## config.mk

```make
export PLATFORM = sky130hd
export DESIGN_NAME = uart_rx_frame
export DESIGN_NICKNAME = d
export VERILOG_FILES = /design/src/rtl/uart_rx_pkg.sv /design/src/rtl/uart_baud_cnt.sv /design/src/rtl/uart_rx_frame.sv
export SDC_FILE = /design/constraint.sdc
export NUM_CORES = 1
export LEC_CHECK = 0
export ABC_AREA = 1
export CAP_MARGIN = 20
export CORE_MARGIN = 2
export CORE_UTILIZATION = 51
export DETAILED_ROUTE_END_ITERATION = 10
export PLACE_DENSITY_LB_ADDON = 0.3
export SLEW_MARGIN = 30
export SYNTH_ARGS = -nofsm -noshare
export SYNTH_HDL_FRONTEND = slang
export SYNTH_SLANG_ARGS = --single-unit
```

## constraint.sdc

```tcl
create_clock -name clk -period 1.8 [get_ports clk]
set_input_delay 0.27 -clock clk [delete_from_list [all_inputs] [get_ports clk]]
set_output_delay 0.27 -clock clk [all_outputs]
set_load 0.01 [all_outputs]
```

## src/rtl/uart_rx_pkg.sv

```systemverilog
// Shared definitions for the UART frame receiver: FSM state encodings and
// helpers that derive the baud divider from the clock and bit rate.
package uart_rx_pkg;

    localparam logic [2:0] ST_IDLE   = 3'd0;
    localparam logic [2:0] ST_START  = 3'd1;
    localparam logic [2:0] ST_DATA   = 3'd2;
    localparam logic [2:0] ST_PARITY = 3'd3;
    localparam logic [2:0] ST_STOP   = 3'd4;

    function automatic int calc_div(input int clk_freq, input int baud);
        return clk_freq / baud;
    endfunction

    function automatic int calc_half(input int clk_freq, input int baud);
        return calc_div(clk_freq, baud) / 2;
    endfunction

endpackage

```

## src/rtl/uart_baud_cnt.sv

```systemverilog
// Baud-period counter for the UART receiver. Counts clocks while enabled,
// restarts on clear, and flags the mid-start-bit and full-bit positions.
module uart_baud_cnt #(
    parameter int DIV  = 434,
    parameter int HALF = 217
) (
    input  logic clk,
    input  logic rst,
    input  logic clear,
    input  logic enable,
    output logic half_tick,
    output logic full_tick
);

    localparam int CW = (DIV > 1) ? $clog2(DIV) : 1;
    localparam logic [CW-1:0] HALF_M1 = CW'(HALF - 1);
    localparam logic [CW-1:0] DIV_M1  = CW'(DIV - 1);

    logic [CW-1:0] cnt;

    // Clock counter: cleared by the FSM on every state change or bit boundary
    always_ff @(posedge clk) begin
        if (rst || clear) begin
            cnt <= '0;
        end else if (enable) begin
            cnt <= cnt + 1'b1;
        end
    end

    assign half_tick = (cnt == HALF_M1);
    assign full_tick = (cnt == DIV_M1);

endmodule

```

## src/rtl/uart_rx_frame.sv

```systemverilog
// UART frame receiver fed by the line edge detector. A falling-edge pulse
// starts a frame; the start bit is confirmed at mid-bit, then data (LSB
// first) and the stop bit are sampled one bit period apart.
// Optional even-parity bit enabled with the macro UART_RX_PARITY_EN.
module uart_rx_frame
    import uart_rx_pkg::*;
#(
    parameter int CLK_FREQ  = 50_000_000,
    parameter int BAUD      = 115200,
    parameter int DATA_BITS = 8
) (
    input  logic                 clk,
    input  logic                 rst,
    input  logic                 neg_rx_int,
    input  logic                 rx_level,
    output logic [DATA_BITS-1:0] rx_data,
    output logic                 rx_valid,
    output logic                 frame_err,
    output logic                 parity_err,
    output logic                 busy
);

    localparam int DIV  = calc_div(CLK_FREQ, BAUD);
    localparam int HALF = calc_half(CLK_FREQ, BAUD);
    localparam int IW   = $clog2(DATA_BITS + 1);
    localparam logic [IW-1:0] LAST_IDX = IW'(DATA_BITS - 1);

    logic [2:0]           state;
    logic [2:0]           state_nxt;
    logic [IW-1:0]        bit_idx;
    logic [DATA_BITS-1:0] shift;
    logic                 half_tick;
    logic                 full_tick;
    logic                 cnt_clear;
    logic                 cnt_enable;
`ifdef UART_RX_PARITY_EN
    logic                 parity_bad;
`endif

    // The counter restarts whenever the FSM moves and at every bit boundary
    assign cnt_clear  = (state == ST_IDLE) || (state_nxt != state) || full_tick;
    assign cnt_enable = (state != ST_IDLE);

    uart_baud_cnt #(
        .DIV  (DIV),
        .HALF (HALF)
    ) u_baud_cnt (
        .clk       (clk),
        .rst       (rst),
        .clear     (cnt_clear),
        .enable    (cnt_enable),
        .half_tick (half_tick),
        .full_tick (full_tick)
    );

    // Next-state decode; start edges are only honoured in IDLE
    always_comb begin
        state_nxt = state;
        case (state)
            ST_IDLE: begin
                if (neg_rx_int) state_nxt = ST_START;
            end
            ST_START: begin
                if (half_tick) state_nxt = rx_level ? ST_IDLE : ST_DATA;
            end
            ST_DATA: begin
                if (full_tick && (bit_idx == LAST_IDX)) begin
`ifdef UART_RX_PARITY_EN
                    state_nxt = ST_PARITY;
`else
                    state_nxt = ST_STOP;
`endif
                end
            end
`ifdef UART_RX_PARITY_EN
            ST_PARITY: begin
                if (full_tick) state_nxt = ST_STOP;
            end
`endif
            ST_STOP: begin
                if (full_tick) state_nxt = ST_IDLE;
            end
            default: state_nxt = ST_IDLE;
        endcase
    end

    // State, datapath and one-cycle strobes; reset discards any partial frame
    always_ff @(posedge clk) begin
        if (rst) begin
            state     <= ST_IDLE;
            bit_idx   <= '0;
            shift     <= '0;
            rx_data   <= '0;
            rx_valid  <= 1'b0;
            frame_err <= 1'b0;
            busy      <= 1'b0;
`ifdef UART_RX_PARITY_EN
            parity_err <= 1'b0;
            parity_bad <= 1'b0;
`endif
        end else begin
            state     <= state_nxt;
            busy      <= (state_nxt != ST_IDLE);
            rx_valid  <= 1'b0;
            frame_err <= 1'b0;
`ifdef UART_RX_PARITY_EN
            parity_err <= 1'b0;
`endif
            case (state)
                ST_START: begin
                    if (half_tick) bit_idx <= '0;
                end
                ST_DATA: begin
                    if (full_tick) begin
                        shift   <= {rx_level, shift[DATA_BITS-1:1]};
                        bit_idx <= bit_idx + 1'b1;
                    end
                end
`ifdef UART_RX_PARITY_EN
                ST_PARITY: begin
                    if (full_tick) parity_bad <= (^shift) ^ rx_level;
                end
`endif
                ST_STOP: begin
                    if (full_tick) begin
                        if (rx_level) begin
                            rx_data  <= shift;
                            rx_valid <= 1'b1;
                        end else begin
                            frame_err <= 1'b1;
                        end
`ifdef UART_RX_PARITY_EN
                        parity_err <= parity_bad;
`endif
                    end
                end
                default: ;
            endcase
        end
    end

`ifndef UART_RX_PARITY_EN
    assign parity_err = 1'b0;
`endif

endmodule

```

# == Yosys cells after proc, flatten, opt, wreduce, memory -nomap -nowiden ==
# Index checks and enable logic that the tools add are counted.
# totals
register_bits,35
latchBits,0
ram_bits,0
romBits,0
n_memories,0
# op_classes
add_sub_neg,2
mul,0
div_mod_pow,0
magnitude_cmp,0
n_eq_ne,9
n_shift,0
muxes,11
bitwise_logic,2
n_reduce_logical,12
# op_table
operator,count
$mux W3,4
$pmux W3 S4,1
$add A9 B1 Y9 const B,1
$eq A9 B8 Y1 const B,1
$eq A9 B9 Y1 const B,1
$mux W4,2
$pmux W4 S2,1
$reduce_and A3 Y1,2
$reduce_bool A3 Y1,2
$add A4 B1 Y4 const B,1
$eq A4 B3 Y1 const B,1
$ne A2 B2 Y1 const B,2
$eq A3 B1 Y1 const B,1
$eq A3 B2 Y1 const B,1
$eq A3 B3 Y1 const B,1
$logic_not A3 Y1,1
$logic_or A1 B1 Y1,3
$ne A3 B3 Y1,1
$reduce_or A3 Y1,1
$mux W1,2
$mux W2,1
$not A1 Y1,2
$reduce_and A2 Y1,1
$reduce_bool A2 Y1,1
$logic_and A1 B1 Y1,1

# == Logic depth before layout (Yosys ltp) ==
# logic_depth
depth_word,8
mapped_depth,11
ltp_nobuf,11

# == Modules after synthesis ==
# A second synthesis with hierarchy kept.
# hier_totals
hier_cells,226
area_unflattened_um2,1651.6
# by_module_without_submodules
module,instances,cells_each,area_per_inst_um2
uart_rx_frame,1,154,1156.1
uart_baud_cnt,1,72,495.5

# == Worst setup path before layout ==
# No wires, ideal clock.
# synth_timing
kind,reg2reg
start,register u_baud_cnt.cnt[1]
end,register bit_idx[1]
setup_time_ps,132
arrival_time_ps,1181
path_slack_ps,487
path_stages_with_launch,11
cell_sequence,dfxtp_1 inv_1 ha_1 nand2_1 nor2_2 nand2_2 inv_2 nand2_2 buf_4 nand3_1 a21oi_1
# synth_between
elab_chain_len,3
word_cells_on_any_way,5
classes_between,4 x eq/ne; 1 x reduce/logical
# synth_rtl
item,line_no,text
start: declaration,uart_baud_cnt.sv:19,logic [CW-1:0] cnt;
start signal: assignment,uart_baud_cnt.sv:26,cnt <= cnt + 1'b1;
$eq A9 B9 Y1 or $eq A9 B8 Y1 (tied branches),"uart_baud_cnt.sv:31, uart_baud_cnt.sv:30",
$ne A2 B2 Y1 (no source line),n/a,
$reduce_and A3 Y1 (no source line) (*),n/a,
end signal: assignment,uart_rx_frame.sv:116,bit_idx <= bit_idx + 1'b1;
end: declaration,uart_rx_frame.sv:30,logic [IW-1:0] bit_idx;
# Mark *: on every way between the ends. The rest lies on a longest branch, timed or not.
# A chain may end at the register's enable or synchronous reset.

# == Worst setup path in the final report ==
# layout_timing
start,register u_baud_cnt.cnt[1]
end,register bit_idx[2]
# Same word-level chain as after synthesis.

==> reports/qor.csv <==
metric,value,unit
critical_path.top_delay_family,simple AND/OR/NAND/NOR gates,
async_flop_share,0,%
grt_pass1_wl,4840,µm
routed_via_density,4.70,
wl,2720,µm
skew,0.00233,ns
dpl_worst_slack,0.185,ns
grt_max_degree,14,
top_level_ports,16,
place.gp.congestion,0.804,
cts_tree,yes,
synth_cells,218,
slew_viol_final,0,
final_layout_size_suffix_gt1_share,15.7,%
cts_resized,0,
port_buffers,14,
max_clock_freq,623,MHz
hold_depth,2,
critPathKind,reg -> reg,
post-synth-top-area-fraction,43.0,%
grt_antenna_before_repair,0,
final_area,1870,µm²
dp_hpwl,2050,µm
seq_area_frac_synth,43.0,%
placed_area,1800,µm²
clockBufferDepth,2,
clkSlewWorstSetupHoldPaths,0.10,ns
endpoint_kind,flop,
drt_first_pass_iters,4,
grt_usage,18.0,%
overflow,0,
avgSynthCellArea,7.47,µm²
critPathArrivalTime,1.86,ns
core,3050,µm²
synth-seq-cells,35,
synthAdderAreaFrac,3.07,%
yosys.area_share.simple,33.6,%
dieArea,3660,µm²
grt_setup_unrepaired,no,
fin_nets,243,
powerDensity,718,nW/µm²
hold_start,shift[5],
hold_buffers,0,
area_growth_syn_to_layout,14.6,%
synth_warnings,0,
insertion_delay,0.34,ns
critPathLaunchType,flop,
synth-compound-area-share,8.76,%
synth_top_family_by_area,simple AND/OR/NAND/NOR gates,
ys_top_cells_by_count,"51 x nand2_1, 35 x dfxtp_1, 29 x nor2_1",
n_antenna_cell,0,
grt_pass1_vias,1178,
power_leakage,0.703,nW
cts_htree_levels,2,
critPathBufInv,2,
outcome,"complete, no violations",
critPathMaxFanout,13,
yosysMostFrequentCell,nand2_1,
die_h,60.5,µm
cpPeakStageDelay,0.34,ns
worstReg2RegStart,u_baud_cnt.cnt[1],
post_drt_wl_per_cell,9.72,µm
synthXorXnorAreaFrac,3.23,%
clock-root-buffer,clkbuf_4,
critPathMostFrequentCell,nand2_1,
initial_utilization,53.3,%
ant_nets,0,
setup_violations,0,
synth_area,1630,µm²
cap_violations,0,
setup_tns,0,ns
fin_ws,0.194,ns
cp.required,2.05,ns
slowest_stage,dfxtp_1,
reg2regPathDepth,11,
period_needed,1.61,ns
synth_top_area_cell,dfxtp_1,
syn_nets,226,
fp.dieW,60.5,µm
synth_mux_area_share,0,%
path_cells,"inv_1, ha_1, nand2_1, nor2_2, nand2_2, inv_2, nand2_2, nand2_1, nand3_1, nand2_1, nor2_1",
netlist_top_cells_area,"dfxtp_1 43%, nand2_1 12%, nor2_1 6.7%, nor2_2 5.0%, inv_1 4.6%",
drc,0,
vias,1317,
crit_cells,11,
cts_setup_buffers,0,
post-route-period-util,89.2,%
cts_made_buffers,5,
synth_cell_type_count,27,
rows,20,
critPathLaunch,u_baud_cnt.cnt[1],
ir_worst_vdd,0.462,mV
cts.sink_count,35,
hold_violations,0,
hold_path.class,reg -> reg,
synthFlopType,dfxtp_1,
first_iter_violations,31,
synth_edf_count,0,
## cells by family (layout without fill, tap and decap cells)
logic type,count (synthesis),in the layout
other cells,1,1
simple gates,114,114
xor+xnor,6,6
fa+ha+maj,4,4
buf+inv,31,49
compound gates,27,27
flops,35,35
## power by group
part | switching (mW) | total, mW | leakage (nW) | internal (mW)
Clock | 0.261 | 0.491 | 0.0386 | 0.230
Combinational | 0.0404 | 0.0644 | 0.382 | 0.0240
Sequential | 0.00524 | 0.784 | 0.282 | 0.778
Total | 0.307 | 1.34 | 0.703 | 1.03
## flip-flops by register name, summed over array words and instances (netlist names)
register,count
bit_idx,4
frame_err,1
state,3
shift,8
rx_valid,1
rx_data,8
u_baud_cnt.cnt,9
busy,1
## tightest hold or removal path: stages, from the launching register on
cell and delay [ns]:
dfxtp_1 0.33, nand2_1 0.06, a21oi_1 0.05
## placed cells by master (no fill, tap or decap), types with 3 or more instances in the layout
cell / instances
nand2_1: 51
dfxtp_1: 35
nor2_1: 29
inv_1: 20
clkdlybuf4s50_1: 14
nor2_2: 13
a21oi_1: 13
o21ai_1: 10
nand3_1: 8
xor2_1: 6
inv_2: 5
clkbuf_4: 5
ha_1: 4
nand2_2: 3
## path summary, 6_finish.rpt
path / slack (ns) / end
max: 0.19 / bit_idx[2]
min: 0.48 / shift[4]
max reg2reg: 0.19 / bit_idx[2]
min reg2reg: 0.48 / shift[4]
## metrics by stage
step	utilization, %	hold slack [ns]	std cells	total power, mW
final	61.1	0.481	280	1.34
after global routing	61.1	0.505	280	1.40
after CTS	61.1	0.483	280	1.35
after detailed placement	58.9	0.468	272	0.866
after global placement	58.9	0.458	272	0.866
after floorplan	-	0.346	218	0.850
## metal layers
metal | track usage, % | wire length (µm) | up-vias
met5 | 0 | 0 | -
met4 | 7.45 | 65 | 0
met3 | 6.40 | 104 | 8
met2 | 30.6 | 1310 | 23
met1 | 20.6 | 1240 | 573
li1 | - | - | 713
## final cells by class
type	instances	area, µm²
multi-input combinational	152	796
clock buffer	8	68.8
sequential	35	701
inverter	26	97.6
fill	314	1190
tap	44	55.1
timing repair buffer	15	148
(Power assumes the default switching activity.)
==> RTL change 1 (same settings) <==
Add a define of `UART_RX_PARITY_EN`.
--- a/src/rtl/uart_rx_frame.sv
+++ b/src/rtl/uart_rx_frame.sv
@@ -2,6 +2,8 @@
 // starts a frame; the start bit is confirmed at mid-bit, then data (LSB
 // first) and the stop bit are sampled one bit period apart.
 // Optional even-parity bit enabled with the macro UART_RX_PARITY_EN.
+`define UART_RX_PARITY_EN
+
 module uart_rx_frame
     import uart_rx_pkg::*;
 #(
Behaviour: same outputs for any inputs over 10 cycles, from zero or initial values and one cycle with rst high; that may be too few to reach the edited logic, so the function may still have changed.
==> RTL change 1 against the unedited design <==
Design area grew 25%. Area after synthesis grew 23%. Clock skew grew 0.0035 ns. Wire length grew 49%. Worst setup slack lost 0.017 ns. First-iteration DRC count grew to 4.9 times the old value. Total power grew 23%. Via count grew 44%. Highest routed layer unchanged. Synthesized cell count grew 38%. Worst hold slack lost 0.035 ns. Sequential cell count grew 2.
==> RTL change 1: results (changes against the unedited design) <==
{| class="wikitable"
! Metric !! Value
|-
| Synth unique cells || 26 (was 27)
|-
| Peak supply drop || 346.9 µV (was 462.4 µV)
|-
| Wire length of the first global-routing pass || 7079 µm (was 4843 µm)
|-
| Post-Syn Area per Cell || 6.648 µm² (was 7.467 µm²)
|-
| Top cells by instance count after synthesis || 74 x nand2_1, 42 x inv_1, 37 x dfxtp_1, 37 x nor2_1, 25 x a21oi_1 (was 51 x nand2_1, 35 x dfxtp_1, 29 x nor2_1, 20 x inv_1)
|-
| Placed inst area || 0.002208 mm² (was 0.001797 mm²)
|-
| Pin count of the biggest net entering global routing || 24 (was 14)
|-
| Crit Reg-Reg Endpoint || u_baud_cnt.cnt[6] (was bit_idx[2])
|-
| Clk root buf || clkbuf_8 (was clkbuf_4)
|-
| Via density || 5.116 (was 4.704)
|-
| Number of DRC markers after the initial detailed-route iteration || 152 (was 31)
|-
| Worst clock skew || 0.005803 ns (was 0.002327 ns)
|-
| Hold slack || 0.4467 ns (was 0.4815 ns)
|-
| Yosys warns || 0 (unchanged)
|-
| Part of the Yosys area used for sequential elements || 37.14% (was 43.04%)
|-
| I/O Buffers || 15 (was 14)
|-
| Synth Area in Adders || 2.509% (was 3.075%)
|-
| Detailed Place HPWL || 3052 µm (was 2047 µm)
|-
| Via count of the first global-routing pass || 1,668 (was 1,178)
|-
| Number of placed cells counting well taps || 362 (was 272)
|-
| HP Start || parity_bad (was shift[5])
|-
| Reg2Reg Depth || 9 (was 11)
|-
| Compound-cell area share of the yosys netlist || 13.49% (was 8.762%)
|-
| Latest clock arrival within the worst-skew pair || 0.29 ns (was 0.34 ns)
|-
| Gp weighted congestion || 0.8867 (was 0.8043)
|-
| Hold Path Sink || parity_err (was shift[4])
|-
| Total length of routed wires || 4051 µm (was 2722 µm)
|-
| Worst slack at placement || 0.2064 ns (was 0.1849 ns)
|-
| R2R setup slack || 0.18 ns (was 0.19 ns)
|-
| Layout Nets || 329 (was 243)
|-
| Run status || complete, no violations (unchanged)
|}
-- RTL change 1: changes by cell type in the layout (fill, tap and decap cells not counted), sizes merged, moves of 3 or more --
cell	change
a21oi	+10
clkbuf	-3
inv	+22
nand2	+26
nand3	+4
nand4	+5
nor2	-3
nor3	+11
o21ai	+8
xor2	-3
-- RTL change 1: final cells by class --
class / instances / area [µm²] / share of cell area [%]
tap: 48 / 60.06 / 2.585
inverter: 47 / 176.4 / 7.593
timing repair buffer: 18 / 172.7 / 7.431
sequential: 37 / 740.7 / 31.88
clock inverter: 3 / 46.29 / 1.992
multi-input combinational: 212 / 1059 / 45.56
clock buffer: 5 / 68.82 / 2.962
-- RTL change 1: cells by family (layout without fill, tap and decap cells) --
kind of cell | count (synthesis) | after routing
adders and majority gates | 4 | 4
DFF | 37 | 37
AOI/OAI and AO/OA | 48 | 48
buffers and inverters | 51 | 73
and+or+nand+nor | 157 | 157
xor gates and xnor gates | 3 | 3
-- RTL change 1: per-layer routing --
layer	wire, µm	GRT usage (%)	part of all wire (%)
met2	1710	33.00	42
met5	0	0	0
met3	244	5.405	6.0
met4	51	6.378	1.3
met1	2043	27.12	50
-- RTL change 1: worst max path at each step --
stage                        endpoint  cells after the start  slack [ns]         startpoint
CTS                 u_baud_cnt.cnt[3]                      9        0.19  u_baud_cnt.cnt[1]
global placement    u_baud_cnt.cnt[5]                      7        0.22           rx_level
detailed placement  u_baud_cnt.cnt[3]                      9        0.21  u_baud_cnt.cnt[1]
floorplan           u_baud_cnt.cnt[1]                      8        0.41  u_baud_cnt.cnt[0]
global route               rx_data[2]                      8      -0.004  u_baud_cnt.cnt[0]
finish              u_baud_cnt.cnt[6]                      9        0.18  u_baud_cnt.cnt[1]
-- RTL change 1: through the flow --
stage / power [mW] / utilization (%)
6_report: 1.653 / 62.53
5_1_grt: 1.717 / 62.53
4_1_cts: 1.669 / 62.53
3_5_place_dp: 0.9411 / 59.43
3_3_place_gp: 0.9412 / 59.43
2_1_floorplan: 0.9097 / -
-- RTL change 1: report_power, final --
group / internal [mW] / switching (mW)
logic: 0.0339 / 0.0637
registers: 0.822 / 0.00307
clock network: 0.415 / 0.315
total: 1.27 / 0.382
-- RTL change 1: worst max-delay path: cells and delay by family, from the launching register on --
family                     cells  cell delay (ns)
AOI/OAI and AO/OA              1             0.33
adders and majority gates      1             0.17
buffers and inverters          1             0.09
DFF                            1             0.33
and+or+nand+nor                6             0.56
==> RTL change 2 (same settings) <==
Made on the original files. One comparison of `bit_idx` changes from == to >=.
--- a/src/rtl/uart_rx_frame.sv
+++ b/src/rtl/uart_rx_frame.sv
@@ -64,7 +64,7 @@
                 if (half_tick) state_nxt = rx_level ? ST_IDLE : ST_DATA;
             end
             ST_DATA: begin
-                if (full_tick && (bit_idx == LAST_IDX)) begin
+                if (full_tick && (bit_idx >= LAST_IDX)) begin
 `ifdef UART_RX_PARITY_EN
                     state_nxt = ST_PARITY;
 `else
Check against the original RTL: same outputs for any inputs over 10 cycles, from zero or initial values and one cycle with rst high; that may be too few to reach the edited logic, so the function may still have changed.
==> RTL change 2 against the unedited design <==
Core utilization up 1.3 points. Area after synthesis grew 2.7%. Worst setup slack improved by 0.074 ns. Wire length increased by 20%. Sequential share of layout area decreased by 1.1 points. Largest cell class unchanged. Sequential cell count stayed put. Design area up 3.0%. Die area increased by 2.5%. Combinational power up 4.8%. Total power decreased by 5.8%. Critical endpoint is now rx_data[6]. Critical path type unchanged. Global-route usage grew 1.9 points. Synthesized cell count increased by 11%.
==> RTL change 2: results (changes against the unedited design) <==
{| class="wikitable"
! Metric !! Value
|-
| Share of cells above drive strength 1 || 7.252% (was 15.68%)
|-
| Placed inst area || 0.001859 mm² (was 0.001797 mm²)
|-
| Worst clock skew || 0.005812 ns (was 0.002327 ns)
|-
| Share of cell area taken by multi-input logic gates || 43.13% (was 42.66%)
|-
| Met1 layer wirelength in the final routing || 1666 µm (was 1241 µm)
|-
| Amount of wire on met3 after detailed routing || 144 µm (was 104 µm)
|-
| Non-clk bufs || 17 (was 15)
|-
| Area contributors post-synth || dfxtp_1 42%, nand2_1 15%, nor2_1 6.7%, inv_1 6.3%, a21oi_1 5.7% (was dfxtp_1 43%, nand2_1 12%, nor2_1 6.7%, nor2_2 5.0%, inv_1 4.6%)
|-
| Biggest fanout along the worst timing path || 8 (was 13)
|-
| Detailed Place HPWL || 2373 µm (was 2047 µm)
|-
| Layout Nets || 269 (was 243)
|-
| Detailed-routed wire length on met2 || 1417 µm (was 1310 µm)
|-
| Global routing met2 resource utilization || 28.42% (was 30.59%)
|-
| Gp weighted congestion || 0.8736 (was 0.8043)
|-
| Run status || complete, no violations (unchanged)
|-
| Detailed-route via count || 1,502 (was 1,317)
|-
| Top cells by instance count after synthesis || 65 x nand2_1, 35 x dfxtp_1, 30 x nor2_1, 28 x inv_1, 19 x a21oi_1 (was 51 x nand2_1, 35 x dfxtp_1, 29 x nor2_1, 20 x inv_1)
|-
| ClkCell Share || 2.801% (was 3.689%)
|-
| Fill cell count || 295 (was 314)
|-
| Met1 usage || 28.24% (was 20.63%)
|-
| Global routing met3 resource utilization || 4.412% (was 6.397%)
|-
| Wire length of the first global-routing pass || 5464 µm (was 4843 µm)
|-
| Pin count of the biggest net entering global routing || 22 (was 14)
|-
| Part of the Yosys area used for sequential elements || 41.92% (was 43.04%)
|-
| Area inside the core boundary || 0.003078 mm² (was 0.003053 mm²)
|-
| I/O Buffers || 14 (unchanged)
|-
| Clk root buf || clkbuf_4 (unchanged)
|-
| Total length of routed wires || 3276 µm (was 2722 µm)
|-
| Number of DRC markers after the initial detailed-route iteration || 74 (was 31)
|-
| Via count of the first global-routing pass || 1,286 (was 1,178)
|-
| Peak supply drop || 363.3 µV (was 462.4 µV)
|-
| Aggregate global-route resource usage || 19.90% (was 18.01%)
|-
| Clock tree buffer count of the final layout || 6 (was 8)
|-
| Worst slack at placement || 0.1651 ns (was 0.1849 ns)
|-
| Leakage power summed over all cells || 0.7748 nW (was 0.7027 nW)
|-
| Non-clock buffer share of cell area || 8.469% (was 7.914%)
|-
| Synth unique cells || 24 (was 27)
|-
| Critical Path AT || 1.77 ns (was 1.86 ns)
|-
| Syn_nets || 251 (was 226)
|-
| Post-synthesis async set-or-reset flop share || 0% (unchanged)
|-
| Yosys top cell area share || 41.92% (was 43.04%)
|-
| Multi-input combinational gate total || 170 (was 152)
|-
| Non-clock inverter instance count of the final layout || 32 (was 26)
|}
[RTL change 2: changes by cell type after synthesis, sizes merged]
cell    delta
o21ai      -3
buf        +1
nor3       +2
nand4     +12
nand3      +1
inv        +5
clkinv     +1
nor3b      +1
a21oi      +4
nand3b     +2
xor2       -4
nor2      -10
or2        -1
nand2     +14
[RTL change 2: worst paths after layout]
check	from	end	slack, ns	depth (start not counted)
setup / recovery	u_baud_cnt.cnt[1]	rx_data[6]	0.27	9
hold / removal	shift[4]	shift[4]	0.47	2
setup reg to reg	u_baud_cnt.cnt[1]	rx_data[6]	0.27	9
hold reg to reg	shift[4]	shift[4]	0.47	2
[RTL change 2: power by group]
group / total [mW] / switching [mW] / internal (mW)
clock: 0.413 / 0.262 / 0.151
combinational: 0.0675 / 0.0442 / 0.0233
sequential: 0.781 / 0.00257 / 0.779
total: 1.26 / 0.309 / 0.953
[RTL change 2: kinds of logic (layout without fill, tap and decap cells)]
logic type               Yosys count  in the layout  share of synthesized area (%)
flip-flops                        35             35                          41.92
adder cells (fa/ha/maj)            4              4                          2.994
buffers and inverters             38             57                          8.982
AND/OR/NAND/NOR                  135            135                          36.45
other                              1              1                         0.2243
XOR/XNOR                           2              2                          1.048
AO/OA/AOI/OAI                     28             28                          8.383
[RTL change 2: critical path, cell delays in order (launching register included)]
cell,delay (ns)
dfxtp_1,0.35
inv_1,0.08
ha_1,0.17
nand2_1,0.09
nor2_4,0.16
nand2_2,0.11
inv_1,0.23
nand4_1,0.12
nand2_1,0.08
nor2_1,0.05
[RTL change 2: stage by stage]
stage | instances | hold slack (ns) | util [%]
detailed placement | 298 | 0.4594 | 60.41
floorplan | 243 | 0.4307 | -
CTS | 306 | 0.4748 | 62.15
global route | 306 | 0.5029 | 62.40
finish | 306 | 0.4735 | 62.40
global placement | 298 | 0.4557 | 60.41
